### src/rtl/pipe_hazard_ctrl_pkg.sv
// Shared types and constants for the pipeline hazard/stall controller.
package pipe_ctrl_pkg;

  typedef enum logic [1:0] {
    IDLE = 2'd0,
    BUSY = 2'd1,
    DONE = 2'd2
  } md_state_t;

  localparam int MUL_LAT_DEF = 4;
  localparam int DIV_LAT_DEF = 32;
  localparam int CNT_W_DEF   = 16;

  // Width of the mult/div countdown; never narrower than one bit.
  function automatic int md_cnt_w(input int mul_lat, input int div_lat);
    int m;
    m = (mul_lat > div_lat) ? mul_lat : div_lat;
    return (m > 1) ? $clog2(m) : 1;
  endfunction

  localparam int MD_CNT_W = md_cnt_w(MUL_LAT_DEF, DIV_LAT_DEF);

endpackage

### src/rtl/pipe_hazard_ctrl_if.sv
// Pipeline-side signals of the hazard controller; master = pipeline, slave = controller.
interface pipe_hazard_ctrl_if
  import pipe_ctrl_pkg::*;
#(
  parameter int CNT_W = CNT_W_DEF
);
  logic [4:0]       id_rs;
  logic [4:0]       id_rt;
  logic             id_uses_rt;
  logic             id_md_dep;
  logic             idex_mem_read;
  logic [4:0]       idex_rt;
  logic             ex_branch_taken;
  logic             ex_md_start;
  logic             ex_md_div;
  logic             pc_en;
  logic             ifid_en;
  logic             ifid_flush;
  logic             idex_flush;
  logic             md_busy;
  logic             hilo_we;
  logic             md_err;
  logic [CNT_W-1:0] stall_cnt;

  modport master (
    output id_rs, id_rt, id_uses_rt, id_md_dep, idex_mem_read, idex_rt,
           ex_branch_taken, ex_md_start, ex_md_div,
    input  pc_en, ifid_en, ifid_flush, idex_flush, md_busy, hilo_we, md_err, stall_cnt
  );

  modport slave (
    input  id_rs, id_rt, id_uses_rt, id_md_dep, idex_mem_read, idex_rt,
           ex_branch_taken, ex_md_start, ex_md_div,
    output pc_en, ifid_en, ifid_flush, idex_flush, md_busy, hilo_we, md_err, stall_cnt
  );

endinterface

### src/rtl/pipe_hazard_ctrl_load_use_detect.sv
// Combinational load-use hazard detect between the load in EX and the instruction in ID.
module load_use_detect (
  input  logic       idex_mem_read,
  input  logic [4:0] idex_rt,
  input  logic [4:0] id_rs,
  input  logic [4:0] id_rt,
  input  logic       id_uses_rt,
  output logic       load_use
);

  // r0 is hardwired zero, so a load targeting it never creates a dependency.
  assign load_use = idex_mem_read && (idex_rt != 5'd0) &&
                    ((idex_rt == id_rs) || (id_uses_rt && (idex_rt == id_rt)));

endmodule

### src/rtl/pipe_hazard_ctrl.sv
// Hazard/stall controller: PC/IF/ID/ID-EX enables and flushes, mult/div sequencing, stall counter.
// state | meaning
// IDLE  | no mult/div in flight, new start accepted
// BUSY  | mult/div counting down its latency
// DONE  | one-cycle HI/LO write, dependents still stalled
module pipe_hazard_ctrl
  import pipe_ctrl_pkg::*;
#(
  parameter int MUL_LAT = MUL_LAT_DEF,
  parameter int DIV_LAT = DIV_LAT_DEF,
  parameter int CNT_W   = CNT_W_DEF
) (
  input logic               clk,
  input logic               rst,
  pipe_hazard_ctrl_if.slave hz
);

  localparam int CW = md_cnt_w(MUL_LAT, DIV_LAT);

  md_state_t        state_q, state_d;
  logic [CW-1:0]    cnt_q, cnt_d;
  logic             md_err_q, md_err_d;
  logic [CNT_W-1:0] stall_cnt_q;
  logic             load_use;
  logic             md_stall;
  logic             hilo_we;
  logic             pc_en, ifid_en, ifid_flush, idex_flush;

  load_use_detect u_lud (
    .idex_mem_read (hz.idex_mem_read),
    .idex_rt       (hz.idex_rt),
    .id_rs         (hz.id_rs),
    .id_rt         (hz.id_rt),
    .id_uses_rt    (hz.id_uses_rt),
    .load_use      (load_use)
  );

  always_ff @(posedge clk or negedge rst) begin
    if (!rst) begin
      state_q  <= IDLE;
      cnt_q    <= '0;
      md_err_q <= 1'b0;
    end else begin
      state_q  <= state_d;
      cnt_q    <= cnt_d;
      md_err_q <= md_err_d;
    end
  end

  always_comb begin
    state_d  = state_q;
    cnt_d    = cnt_q;
    hilo_we  = 1'b0;
    md_err_d = md_err_q | (hz.ex_md_start & (state_q != IDLE));
    unique case (state_q)
      IDLE: begin
        if (hz.ex_md_start) begin
          state_d = BUSY;
          cnt_d   = hz.ex_md_div ? CW'(DIV_LAT - 1) : CW'(MUL_LAT - 1);
        end
      end
      BUSY: begin
        if (cnt_q == '0) state_d = DONE;
        else             cnt_d   = cnt_q - CW'(1);
      end
      DONE: begin
        hilo_we = 1'b1;
        state_d = IDLE;
      end
      default: state_d = IDLE;
    endcase
  end

  assign md_stall = hz.id_md_dep & ((state_q == BUSY) | (state_q == DONE));

  // A taken branch kills the stalled instruction, so flush wins over stall.
  always_comb begin
    pc_en      = 1'b1;
    ifid_en    = 1'b1;
    ifid_flush = 1'b0;
    idex_flush = 1'b0;
    if (hz.ex_branch_taken) begin
      ifid_flush = 1'b1;
      idex_flush = 1'b1;
    end else if (load_use | md_stall) begin
      pc_en      = 1'b0;
      ifid_en    = 1'b0;
      idex_flush = 1'b1;
    end
  end

  always_ff @(posedge clk or negedge rst) begin
    if (!rst) begin
      stall_cnt_q <= '0;
    end else if (!pc_en && (stall_cnt_q != '1)) begin
      stall_cnt_q <= stall_cnt_q + CNT_W'(1);
    end
  end

  assign hz.pc_en      = pc_en;
  assign hz.ifid_en    = ifid_en;
  assign hz.ifid_flush = ifid_flush;
  assign hz.idex_flush = idex_flush;
  assign hz.md_busy    = (state_q == BUSY);
  assign hz.hilo_we    = hilo_we;
  assign hz.md_err     = md_err_q;
  assign hz.stall_cnt  = stall_cnt_q;

endmodule

### src/flat_wrapper.sv
// flat-port wrapper written by rule: the top's interface ports become plain ports
module pipe_hazard_ctrl_flat import pipe_ctrl_pkg::*;
#(
  parameter int MUL_LAT = MUL_LAT_DEF,
  parameter int DIV_LAT = DIV_LAT_DEF,
  parameter int CNT_W   = CNT_W_DEF
)
  (clk, rst, hz_id_rs, hz_id_rt, hz_id_uses_rt, hz_id_md_dep, hz_idex_mem_read, hz_idex_rt, hz_ex_branch_taken, hz_ex_md_start, hz_ex_md_div, hz_pc_en, hz_ifid_en, hz_ifid_flush, hz_idex_flush, hz_md_busy, hz_hilo_we, hz_md_err, hz_stall_cnt);
  pipe_hazard_ctrl_if #(.CNT_W(CNT_W)) hz_i ();
  input logic clk;
  input logic rst;
  input wire logic [$bits(hz_i.id_rs)-1:0] hz_id_rs;
  input wire logic [$bits(hz_i.id_rt)-1:0] hz_id_rt;
  input wire logic [$bits(hz_i.id_uses_rt)-1:0] hz_id_uses_rt;
  input wire logic [$bits(hz_i.id_md_dep)-1:0] hz_id_md_dep;
  input wire logic [$bits(hz_i.idex_mem_read)-1:0] hz_idex_mem_read;
  input wire logic [$bits(hz_i.idex_rt)-1:0] hz_idex_rt;
  input wire logic [$bits(hz_i.ex_branch_taken)-1:0] hz_ex_branch_taken;
  input wire logic [$bits(hz_i.ex_md_start)-1:0] hz_ex_md_start;
  input wire logic [$bits(hz_i.ex_md_div)-1:0] hz_ex_md_div;
  output wire logic [$bits(hz_i.pc_en)-1:0] hz_pc_en;
  output wire logic [$bits(hz_i.ifid_en)-1:0] hz_ifid_en;
  output wire logic [$bits(hz_i.ifid_flush)-1:0] hz_ifid_flush;
  output wire logic [$bits(hz_i.idex_flush)-1:0] hz_idex_flush;
  output wire logic [$bits(hz_i.md_busy)-1:0] hz_md_busy;
  output wire logic [$bits(hz_i.hilo_we)-1:0] hz_hilo_we;
  output wire logic [$bits(hz_i.md_err)-1:0] hz_md_err;
  output wire logic [$bits(hz_i.stall_cnt)-1:0] hz_stall_cnt;
  assign hz_i.id_rs = hz_id_rs;
  assign hz_i.id_rt = hz_id_rt;
  assign hz_i.id_uses_rt = hz_id_uses_rt;
  assign hz_i.id_md_dep = hz_id_md_dep;
  assign hz_i.idex_mem_read = hz_idex_mem_read;
  assign hz_i.idex_rt = hz_idex_rt;
  assign hz_i.ex_branch_taken = hz_ex_branch_taken;
  assign hz_i.ex_md_start = hz_ex_md_start;
  assign hz_i.ex_md_div = hz_ex_md_div;
  assign hz_pc_en = hz_i.pc_en;
  assign hz_ifid_en = hz_i.ifid_en;
  assign hz_ifid_flush = hz_i.ifid_flush;
  assign hz_idex_flush = hz_i.idex_flush;
  assign hz_md_busy = hz_i.md_busy;
  assign hz_hilo_we = hz_i.hilo_we;
  assign hz_md_err = hz_i.md_err;
  assign hz_stall_cnt = hz_i.stall_cnt;
  pipe_hazard_ctrl #(.MUL_LAT(MUL_LAT), .DIV_LAT(DIV_LAT), .CNT_W(CNT_W)) u_core (.clk(clk), .rst(rst), .hz(hz_i));
endmodule
### config.mk
export PLATFORM = sky130hd
export DESIGN_NAME = pipe_hazard_ctrl_flat
export DESIGN_NICKNAME = d
export VERILOG_FILES = /design/src/rtl/pipe_hazard_ctrl_pkg.sv /design/src/rtl/pipe_hazard_ctrl_if.sv /design/src/rtl/pipe_hazard_ctrl_load_use_detect.sv /design/src/rtl/pipe_hazard_ctrl.sv /design/src/flat_wrapper.sv
export SDC_FILE = /design/constraint.sdc
export NUM_CORES = 1
export LEC_CHECK = 0
export BUFFER_PORTS_ARGS = -buffer_cell sky130_fd_sc_hd__buf_2
export CAP_MARGIN = 40
export CORE_MARGIN = 3
export CORE_UTILIZATION = 40
export CTS_CLUSTER_DIAMETER = 30
export DETAILED_ROUTE_END_ITERATION = 10
export GPL_TIMING_DRIVEN = 0
export PLACE_DENSITY = 0.71
export SETUP_SLACK_MARGIN = 0.1
export SLEW_MARGIN = 20
export SYNTH_ARGS = -nofsm -noshare
export SYNTH_HDL_FRONTEND = slang
export SYNTH_HIERARCHICAL = 1
export SYNTH_SLANG_ARGS = --single-unit
### constraint.sdc
create_clock -name clk -period 2.8 [get_ports clk]
set_input_delay 0.56 -clock clk [delete_from_list [all_inputs] [get_ports clk]]
set_output_delay 0.56 -clock clk [all_outputs]
set_load 0.005 [all_outputs]
==> metrics.txt, run 1 <==
status=complete, no violations; Mapped Cells=149; Multi-input gate area=816 um2; CP Data Arrival Time=1.94 ns; number of synthesized register bits=24; Synth Flop Type=dfrtp_1; Crit. End Element=output pin; GRT Residual Overflow=0; # setup viols final=0; CTS sink count=24; DR WL/cell=13.1 um; IO buf count=45; GRT Util Overall=15.8%; DRC errors left=0; global-route wire length before repair=5.42 mm; Min-Delay Path Class=in2async; Post-synth EDFFs=0; via density per instance=5.32; DR iter-0 viols=80; CP required=2.24 ns; area leader, netlist=dfrtp_1; H-tree Lvls=1; Clock Latency Late Sink=0.32 ns; yosys synthesis warning count=6; worst path bufs/invs=4; FFs w/ async S/R, synth=100%; Max Root-Sink Buffers=2; hpwl dp=2.43 mm; final worst setup slack=0.296 ns; Least-Margin Pin Slew=0.589 ns; area of the core=3420 um2; Die W=66.3 um; critical path class=in2out; largest net degree at the start of global routing=25; share of cells above drive strength 1=30.7%; PD cells=644 nW/um2; clock slew at reported path FFs=0.13 ns; Max stage delay on crit path=0.26 ns; CTS root buf=clkbuf_4; sequential fraction of the synthesis area=41.2%; total CTS buffers=3; Placer Congestion=0.837; Max Freq=399 MHz; synthesized cell area=1460 um2; First-pass DRT Iterations=4; Worst Clk Skew=0.00554 ns; worst rel slew slack=60.4%; top-count cell post-synth=dfrtp_1; crit path max fanout=6; Max stage delay cell, worst path=nor4_2; max_cap viols=0; post-synth cell types=36; Setup Total Neg Slack=0 ns; Tcrit/Tclk final=89.4%; cell family with most CP delay=simple AND/OR/NAND/NOR gates; Syn-to-layout area delta=22.9%; Startpoint Class=input pin; Final Hold Vio Count=0; Yosys top cell area share=41.2%; filler cell count=351; # IOs=46; die area=4400 um2; critical path, cell by cell=buf_2, xor2_1, nor4_2, nand3_1, a21oi_1, a21oi_2, nor2_2, inv_2, buf_4, buf_2; chip height=66.3 um; syn_nets=178; maximum VDD drop=0.410 mV; unrepaired setup endpoints after global routing=no; Lkg Pwr=0.844 nW; synth top area cells=dfrtp_1 (41%), xnor2_1 (7.2%), xor2_1 (6.6%); fin crit period=2.50 ns; Pins Over Slew Limit=0; Critical Path Most Common Cell=buf_2; Routed Antenna Nets=0; routed wire length=3.22 mm; total number of vias=1303; CTS tree=yes; Placement Cell Area=1740 um2; Initial Utilization=42.6%; initial antenna violation count=0; register area=601 um2; via count of the first global-routing pass=1190; fin area=1790 um2; Ant. Diodes=0; pre-CTS setup slack=0.00505 ns; Post-synth top cells=dfrtp_1 (24), a21oi_1 (12), xnor2_1 (12); Syn Area/Cell=9.77 um2; FP Rows=21; nets=229
-- where the power goes --
| group | switching [mW] | internal [mW] |
|---|---|---|
| combinational | 0.244 | 0.205 |
| sequential | 0.0937 | 0.424 |
| clock | 0.106 | 0.0795 |
| total | 0.443 | 0.708 |
-- registers in the layout (all words and copies together) (netlist names) --
register             flops
u_core/state_q           2
u_core/hz.md_err         1
u_core/hz.stall_cnt     16
u_core/cnt_q             5
-- layout make-up --
cell class	count	area share [%]
multi-input combinational	115	45.6
tap	46	3.22
timing repair buffer	46	13.0
sequential	24	33.6
buffer	4	1.33
inverter	6	1.26
clock buffer	4	2.03
-- worst register-to-register path: stages, from the launching register on --
cell	delay, ns
dfrtp_1	0.38
inv_1	0.09
ha_1	0.30
a21oi_2	0.06
buf_4	0.14
nor4_2	0.54
nand3_1	0.19
xnor2_1	0.17
-- routing by layer --
| metal | track usage (%) | vias up | part of all wire (%) |
|---|---|---|---|
| met1 | 21.1 | 621 | 48 |
| met3 | 3.57 | 2 | 5.1 |
| met2 | 25.5 | 35 | 46 |
| met4 | 4.31 | 0 | 0.65 |
| li1 | - | 645 | - |
| met5 | 0 | - | 0 |
-- logic make-up after synthesis --
kind of cell,Yosys count,share of synthesized area [%]
and+or+nand+nor,56,24.0
xor gates and xnor gates,23,13.8
buffers and inverters,10,3.18
AOI/OAI and AO/OA,27,10.4
muxes,3,2.23
DFF,24,41.2
adders and majority gates,6,5.15
-- through the flow --
| stage | utilization, % | instances | power [mW] | hold WS (ns) |
|---|---|---|---|---|
| detailed placement | 50.9 | 240 | 0.961 | 0.448 |
| finish | 52.4 | 245 | 1.15 | 0.193 |
| floorplan | - | 149 | 0.802 | 0.264 |
| global placement | 50.9 | 240 | 0.949 | 0.437 |
| global route | 52.4 | 245 | 1.26 | 0.215 |
| CTS | 52.1 | 244 | 1.15 | 0.211 |
-- final timing paths --
path,start,slack (ns),to,depth (start not counted)
max,hz_idex_rt[3],0.30,hz_pc_en,10
min,rst,0.19,u_core/hz.md_err$_DFF_PN0_,1
max reg2reg,u_core/state_q[0]$_DFFE_PN0P_,0.81,u_core/hz.stall_cnt[11]$_DFFE_PN0P_,7
min reg2reg,u_core/hz.md_err$_DFF_PN0_,0.47,u_core/hz.md_err$_DFF_PN0_,1
max in group asynchronous,rst,2.25,u_core/hz.stall_cnt[5]$_DFFE_PN0P_,1
min in group clk,u_core/hz.md_err$_DFF_PN0_,0.47,u_core/hz.md_err$_DFF_PN0_,1
-- cells in the final DEF (no fill, tap or decap), types with 2 or more instances in the layout --
cell      instances
nand3_1          11
a21oi_1          11
clkbuf_4          3
nor4_2            3
dfrtp_1          24
xnor2_1          12
nand2_1           4
and4_1            2
nand4_1           9
buf_4             3
inv_1             5
nor2_1            4
ha_1              6
mux2_1            2
and3_1            4
xor2_1           11
o21ai_0           6
buf_2            46
or4_1             2
nor3_1            6
nand2b_1          4
o21ai_1           2
-- repair_timing --
| action | CTS | global route |
|---|---|---|
| endpoints found under the setup margin | 2 | 2 |
| gates resized for setup | 1 | 2 |
| hold buffers | 0 | 0 |
| setup buffers | 0 | 1 |
No activity file was read; power rests on OpenSTA's default activity.
==> run 2: changes to the inputs <==
--- a/config.mk
+++ b/config.mk
@@ -8,11 +8,11 @@
 export BUFFER_PORTS_ARGS = -buffer_cell sky130_fd_sc_hd__buf_2
 export CAP_MARGIN = 40
 export CORE_MARGIN = 3
-export CORE_UTILIZATION = 40
+export CORE_UTILIZATION = 50
 export CTS_CLUSTER_DIAMETER = 30
 export DETAILED_ROUTE_END_ITERATION = 10
 export GPL_TIMING_DRIVEN = 0
-export PLACE_DENSITY = 0.71
+export PLACE_DENSITY = 0.79
 export SETUP_SLACK_MARGIN = 0.1
 export SLEW_MARGIN = 20
 export SYNTH_ARGS = -nofsm -noshare
==> metrics.txt, run 2 (synthesis gave the netlist of run 1 again) <==
Switching Fraction=36.4% (-2.1 points); CP required=2.24 ns (about the same); leading cell type in the layout, fill and taps excluded=buf_2; PnR Total Power=1.21 mW (+4.9%); Least-Margin Pin Slew=0.587 ns (-0.00169 ns); Multi-input gate area=816 um2 (unchanged); Reg power frac=42.2% (-2.7 points); maximum VDD drop=0.659 mV (+61%); routed wire length=3.28 mm (+1.9%); crit path max fanout=6 (unchanged); via density per instance=5.82 (+9.4%); global-route wire length before repair=5.46 mm (+0.76%); DRC errors left=0 (unchanged); clock network power share=20.4% (+4.3 points); chip height=60.0 um (-9.6%); Reg-to-Reg End=u_core/hz.stall_cnt[7]$_DFFE_PN0P_; max_cap viols=0 (unchanged); Crit. End Element=output pin; total CTS buffers=3 (unchanged); Final Core Density=68.1% (+16 points); max reg flops=16 (unchanged); clock slew at reported path FFs=0.14 ns (about the same); CTS root buf=clkbuf_4; Final Hold Vio Count=0 (unchanged); critical path, cell by cell=buf_2, or4_1, o21ai_1, a21oi_1, a21oi_2, nor2_2, inv_2, buf_4, buf_2; NetSw=0.440 mW (-0.85%); Clock Latency Late Sink=0.31 ns (about the same); H-tree Lvls=1 (unchanged); Routed Antenna Nets=0 (unchanged); CTS sink count=24 (unchanged); # setup viols final=0 (unchanged); status=complete, no violations; Max stage delay on crit path=0.51 ns (+0.25 ns); worst rel slew slack=60.5% (+0.11 points); most frequent cells in the layout=buf_2 (46), dfrtp_1 (24), xnor2_1 (12); area of the core=2610 um2 (-24%); Worst Clk Skew=0.00879 ns (+0.00325 ns); Internal Pwr Total=0.768 mW (+8.5%); die area=3600 um2 (-18%); Max Root-Sink Buffers=2 (unchanged); Pins Over Slew Limit=0 (unchanged); via count of the first global-routing pass=1251 (+5.1%); GRT Util Overall=19.6% (+3.9 points); filler cell count=212 (-40%); Min-Delay Path Class=in2async; share of cells above drive strength 1=30.3% (-0.35 points); Initial Utilization=55.7% (+13 points); largest net degree at the start of global routing=25 (unchanged); worst r2r src=u_core/state_q[0]$_DFFE_PN0P_; critical path class=in2out; register area=601 um2 (unchanged); IO buf count=45 (unchanged); Max Freq=384 MHz (-3.8%); post-CTS setup buffer count=0 (unchanged); Hold WS=0.210 ns (+0.0172 ns); fin crit period=2.60 ns (+0.0976 ns); Lkg Pwr=0.846 nW (+0.30%); PD cells=679 nW/um2 (+5.5%); Placer Congestion=0.881 (+5.2%); Reg2Reg Depth=6 (-1); hpwl dp=2.54 mm (+4.3%); unrepaired setup endpoints after global routing=no; Critical Path Most Common Cell=buf_2; flop-to-flop setup slack=0.95 ns (+0.14 ns); DR WL/cell=14.4 um (+9.5%); Die W=60.0 um (-9.6%); GRT Residual Overflow=0 (unchanged); initial antenna violation count=0 (unchanged); combinational share of power=37.4% (-1.6 points); Tcrit/Tclk final=92.9% (+3.5 points); Ant. Diodes=0 (unchanged); nets=228 (-0.44%); FP Rows=18 (-14%); total number of vias=1326 (+1.8%); CTS tree=yes; First-pass DRT Iterations=4 (unchanged); DR iter-0 viols=78 (-2.5%); Startpoint Class=input pin; # IOs=46 (unchanged); Max stage delay cell, worst path=or4_1; Syn-to-layout area delta=22.1%; CP Data Arrival Time=2.04 ns (+0.10 ns)
run 2: worst max path at each step:
| stage | depth (start not counted) | slack [ns] | start | endpoint |
|---|---|---|---|---|
| 2_1_floorplan | 7 | 0.39 | hz_idex_rt[1] | hz_pc_en |
| 3_3_place_gp | 9 | 0.01 | hz_idex_rt[1] | hz_pc_en |
| 3_5_place_dp | 9 | -0.006 | hz_idex_rt[1] | hz_pc_en |
| 4_1_cts | 9 | 0.12 | hz_idex_rt[1] | hz_pc_en |
| 5_1_grt | 10 | 0.1 | hz_idex_rt[3] | hz_pc_en |
| 6_report | 9 | 0.20 | hz_idex_rt[1] | hz_pc_en |
run 2: timing repair:
action                     CTS  global route
gates cloned                 0             0
setup endpoints to repair    2             1
pin swaps                    0             0
hold buffers                 0             0
resized for setup            1             2
run 2: routing by layer:
layer	wire length, um	track usage (%)
met1	1350	23.8
met2	1750	35.2
met3	122	2.16
met4	56	7.59
met5	0	0
run 2: stage by stage:
step	area [um2]	std cells	setup slack, ns	setup TNS [ns]
2_1_floorplan	1460	149	0.386	0
3_3_place_gp	1720	224	0.00971	0
3_5_place_dp	1720	224	-0.00567	-0.00567
4_1_cts	1780	228	0.123	0
5_1_grt	1780	228	0.0982	0
6_report	1780	228	0.199	0
run 2: worst max-delay path, delay by kind of cell:
family,cells,cell delay [ns]
simple gates,2,0.60
compound gates,3,0.45
buf+inv,4,0.43
run 2: cell type report:
class	count	share of cell area, %
multi-input cells	115	45.9
flip-flops and latches	24	33.8
repair buffers	45	12.7
well taps	30	2.11
clock inverters	1	1.69
plain buffers	4	1.34
clock buffers	3	1.27
inverters	6	1.27
run 2: power groups by stage:
| stage | clock (mW) | combinational [mW] | sequential [mW] |
|---|---|---|---|
| 5_1_grt | 0.269 | 0.516 | 0.524 |
| 3_3_place_gp | 0 | 0.424 | 0.509 |
| 4_1_cts | 0.254 | 0.452 | 0.510 |
| 2_1_floorplan | 0 | 0.299 | 0.503 |
| 6_report | 0.247 | 0.451 | 0.510 |
| 3_5_place_dp | 0 | 0.446 | 0.517 |
==> run 3: changes to the inputs <==
--- a/config.mk
+++ b/config.mk
@@ -7,8 +7,10 @@
 export LEC_CHECK = 0
 export BUFFER_PORTS_ARGS = -buffer_cell sky130_fd_sc_hd__buf_2
 export CAP_MARGIN = 40
+export CELL_PAD_IN_SITES_DETAIL_PLACEMENT = 0
+export CELL_PAD_IN_SITES_GLOBAL_PLACEMENT = 1
 export CORE_MARGIN = 3
-export CORE_UTILIZATION = 50
+export CORE_UTILIZATION = 38
 export CTS_CLUSTER_DIAMETER = 30
 export DETAILED_ROUTE_END_ITERATION = 10
 export GPL_TIMING_DRIVEN = 0
==> metrics.txt, run 3 (synthesis gave the netlist of run 1 again) <==
chip height=67.9 um (+13%); share of cells above drive strength 1=30.3% (unchanged); global-route wire length before repair=6.09 mm (+12%); DRC errors left=0 (unchanged); combinational share of power=39.3% (+1.9 points); Lkg Pwr=0.844 nW (-0.23%); Final Core Density=51.0% (-17 points); worst rel slew slack=60.7% (+0.17 points); critical path class=in2out; filler cell count=342 (+61%); DR WL/cell=14.0 um (-3.0%); fin cells=244 (+7.0%); clock network power share=17.0% (-3.4 points); routed wire length=3.40 mm (+3.8%); total CTS buffers=3 (unchanged); FP Rows=21 (+3); NetSw=0.450 mW (+2.4%); max_cap viols=0 (unchanged); Placer Congestion=0.775 (-12%); Internal Pwr Total=0.727 mW (-5.4%); hpwl dp=2.63 mm (+3.7%); CTS tree=yes; placed cells=240 (+7.1%); Setup Total Neg Slack=0 ns (unchanged); H-tree Lvls=1 (unchanged); area of the core=3520 um2 (+35%); via density per instance=5.28 (-9.2%); CTS root buf=clkbuf_8; Least-Margin Pin Slew=0.585 ns (-0.00254 ns); Routed Antenna Nets=0 (unchanged); CTS sink count=24 (unchanged); Final Hold Vio Count=0 (unchanged); total number of vias=1289 (-2.8%); Startpoint Class=input pin; Ant. Diodes=0 (unchanged); hold buffer count at cts=0 (unchanged); Initial Utilization=41.4% (-14 points); most frequent cells in the layout=buf_2 (46), dfrtp_1 (24), xnor2_1 (12); status=complete, no violations; Clock Latency Late Sink=0.26 ns (-0.05 ns); via count of the first global-routing pass=1384 (+11%); Multi-input gate area=816 um2 (unchanged); Syn-to-layout area delta=23.2%; PD cells=656 nW/um2 (-3.4%); # IOs=46 (unchanged); Pins Over Slew Limit=0 (unchanged); # setup viols final=0 (unchanged); Die W=67.9 um (+13%); clock slew at reported path FFs=0.08 ns (-0.06 ns); die area=4610 um2 (+28%); Switching Fraction=38.2% (+1.8 points); Tcrit/Tclk final=90.8% (-2.1 points); GRT Util Overall=17.0% (-2.6 points); Max Freq=393 MHz (+2.3%); Reg power frac=43.7% (+1.5 points); DR iter-0 viols=53 (-32%); fin area=1790 um2 (+0.91%); CP Data Arrival Time=1.98 ns (-0.06 ns); Crit. End Element=output pin; IO buf count=45 (unchanged); crit path max fanout=6 (unchanged); Worst Clk Skew=0.00286 ns (-0.00593 ns); CP required=2.24 ns (about the same); GRT Residual Overflow=0 (unchanged); max reg flops=16 (unchanged); Placement Cell Area=1740 um2 (+1.2%); register area=601 um2 (unchanged); Min-Delay Path Class=in2async; maximum VDD drop=0.351 mV (-47%); Max Root-Sink Buffers=2 (unchanged); leading cell type in the layout, fill and taps excluded=buf_2; unrepaired setup endpoints after global routing=no; fin crit period=2.54 ns (-0.0589 ns); First-pass DRT Iterations=4 (unchanged); nets=229 (+0.44%); initial antenna violation count=0 (unchanged); largest net degree at the start of global routing=25 (unchanged); Hold WS=0.270 ns (+0.0601 ns)
-- run 3: cell types whose count changed in the layout (fill, tap and decap cells not counted) --
cell	delta
buf_4	+1
bufinv_16	-1
clkbuf_4	-3
clkbuf_8	+3
-- run 3: final cells by class --
type | instances | share of cell area, %
plain buffers | 4 | 1.32
well taps | 46 | 3.21
repair buffers | 46 | 13.0
inverters | 6 | 1.26
clock buffers | 3 | 2.30
flip-flops and latches | 24 | 33.5
multi-input cells | 115 | 45.5
-- run 3: path summary, 6_finish.rpt --
check	start	to	slack [ns]	cells past startpoint
min in group clk	u_core/hz.md_err$_DFF_PN0_	u_core/hz.md_err$_DFF_PN0_	0.48	1
setup / recovery	hz_idex_rt[3]	hz_pc_en	0.26	10
hold / removal	rst	u_core/hz.stall_cnt[4]$_DFFE_PN0P_	0.27	1
hold reg to reg	u_core/hz.md_err$_DFF_PN0_	u_core/hz.md_err$_DFF_PN0_	0.48	1
max in group asynchronous	rst	u_core/cnt_q[2]$_DFFE_PN0P_	2.18	1
setup reg to reg	u_core/state_q[0]$_DFFE_PN0P_	u_core/hz.stall_cnt[14]$_DFFE_PN0P_	0.81	7
-- run 3: worst max-delay path, stage by stage --
cell and delay (ns):
buf_2 0.12, xor2_1 0.16, nor4_2 0.29, nand3_1 0.11, a21oi_1 0.19, a21oi_2 0.07
nor2_2 0.14, inv_2 0.09, buf_4 0.13, buf_2 0.11
-- run 3: repair_timing --
action	in CTS	in global routing
cloned	0	0
buffers inserted	1	0
resized for setup	1	2
setup endpoints to repair	2	1
-- run 3: metal layers --
| metal | global-route usage (%) | up-vias | share of wire [%] |
|---|---|---|---|
| li1 | - | 641 | - |
| met2 | 31.5 | 24 | 52 |
| met1 | 20.6 | 622 | 44 |
| met5 | 0 | - | 0 |
| met3 | 3.45 | 2 | 3.7 |
| met4 | 2.98 | 0 | 0.47 |
-- run 3: metrics by stage --
stage	setup WS, ns	power [mW]
2_1_floorplan	0.386	0.802
3_3_place_gp	-0.0537	0.941
3_5_place_dp	-0.0463	0.972
4_1_cts	0.144	1.19
5_1_grt	0.153	1.28
6_report	0.258	1.18
-- run 3: power groups by stage --
stage	Sequential, mW	Clock [mW]	Combinational, mW
finish	0.514	0.200	0.463
global route	0.531	0.224	0.527
CTS	0.513	0.209	0.467
detailed placement	0.520	0	0.452
global placement	0.514	0	0.427
floorplan	0.503	0	0.299
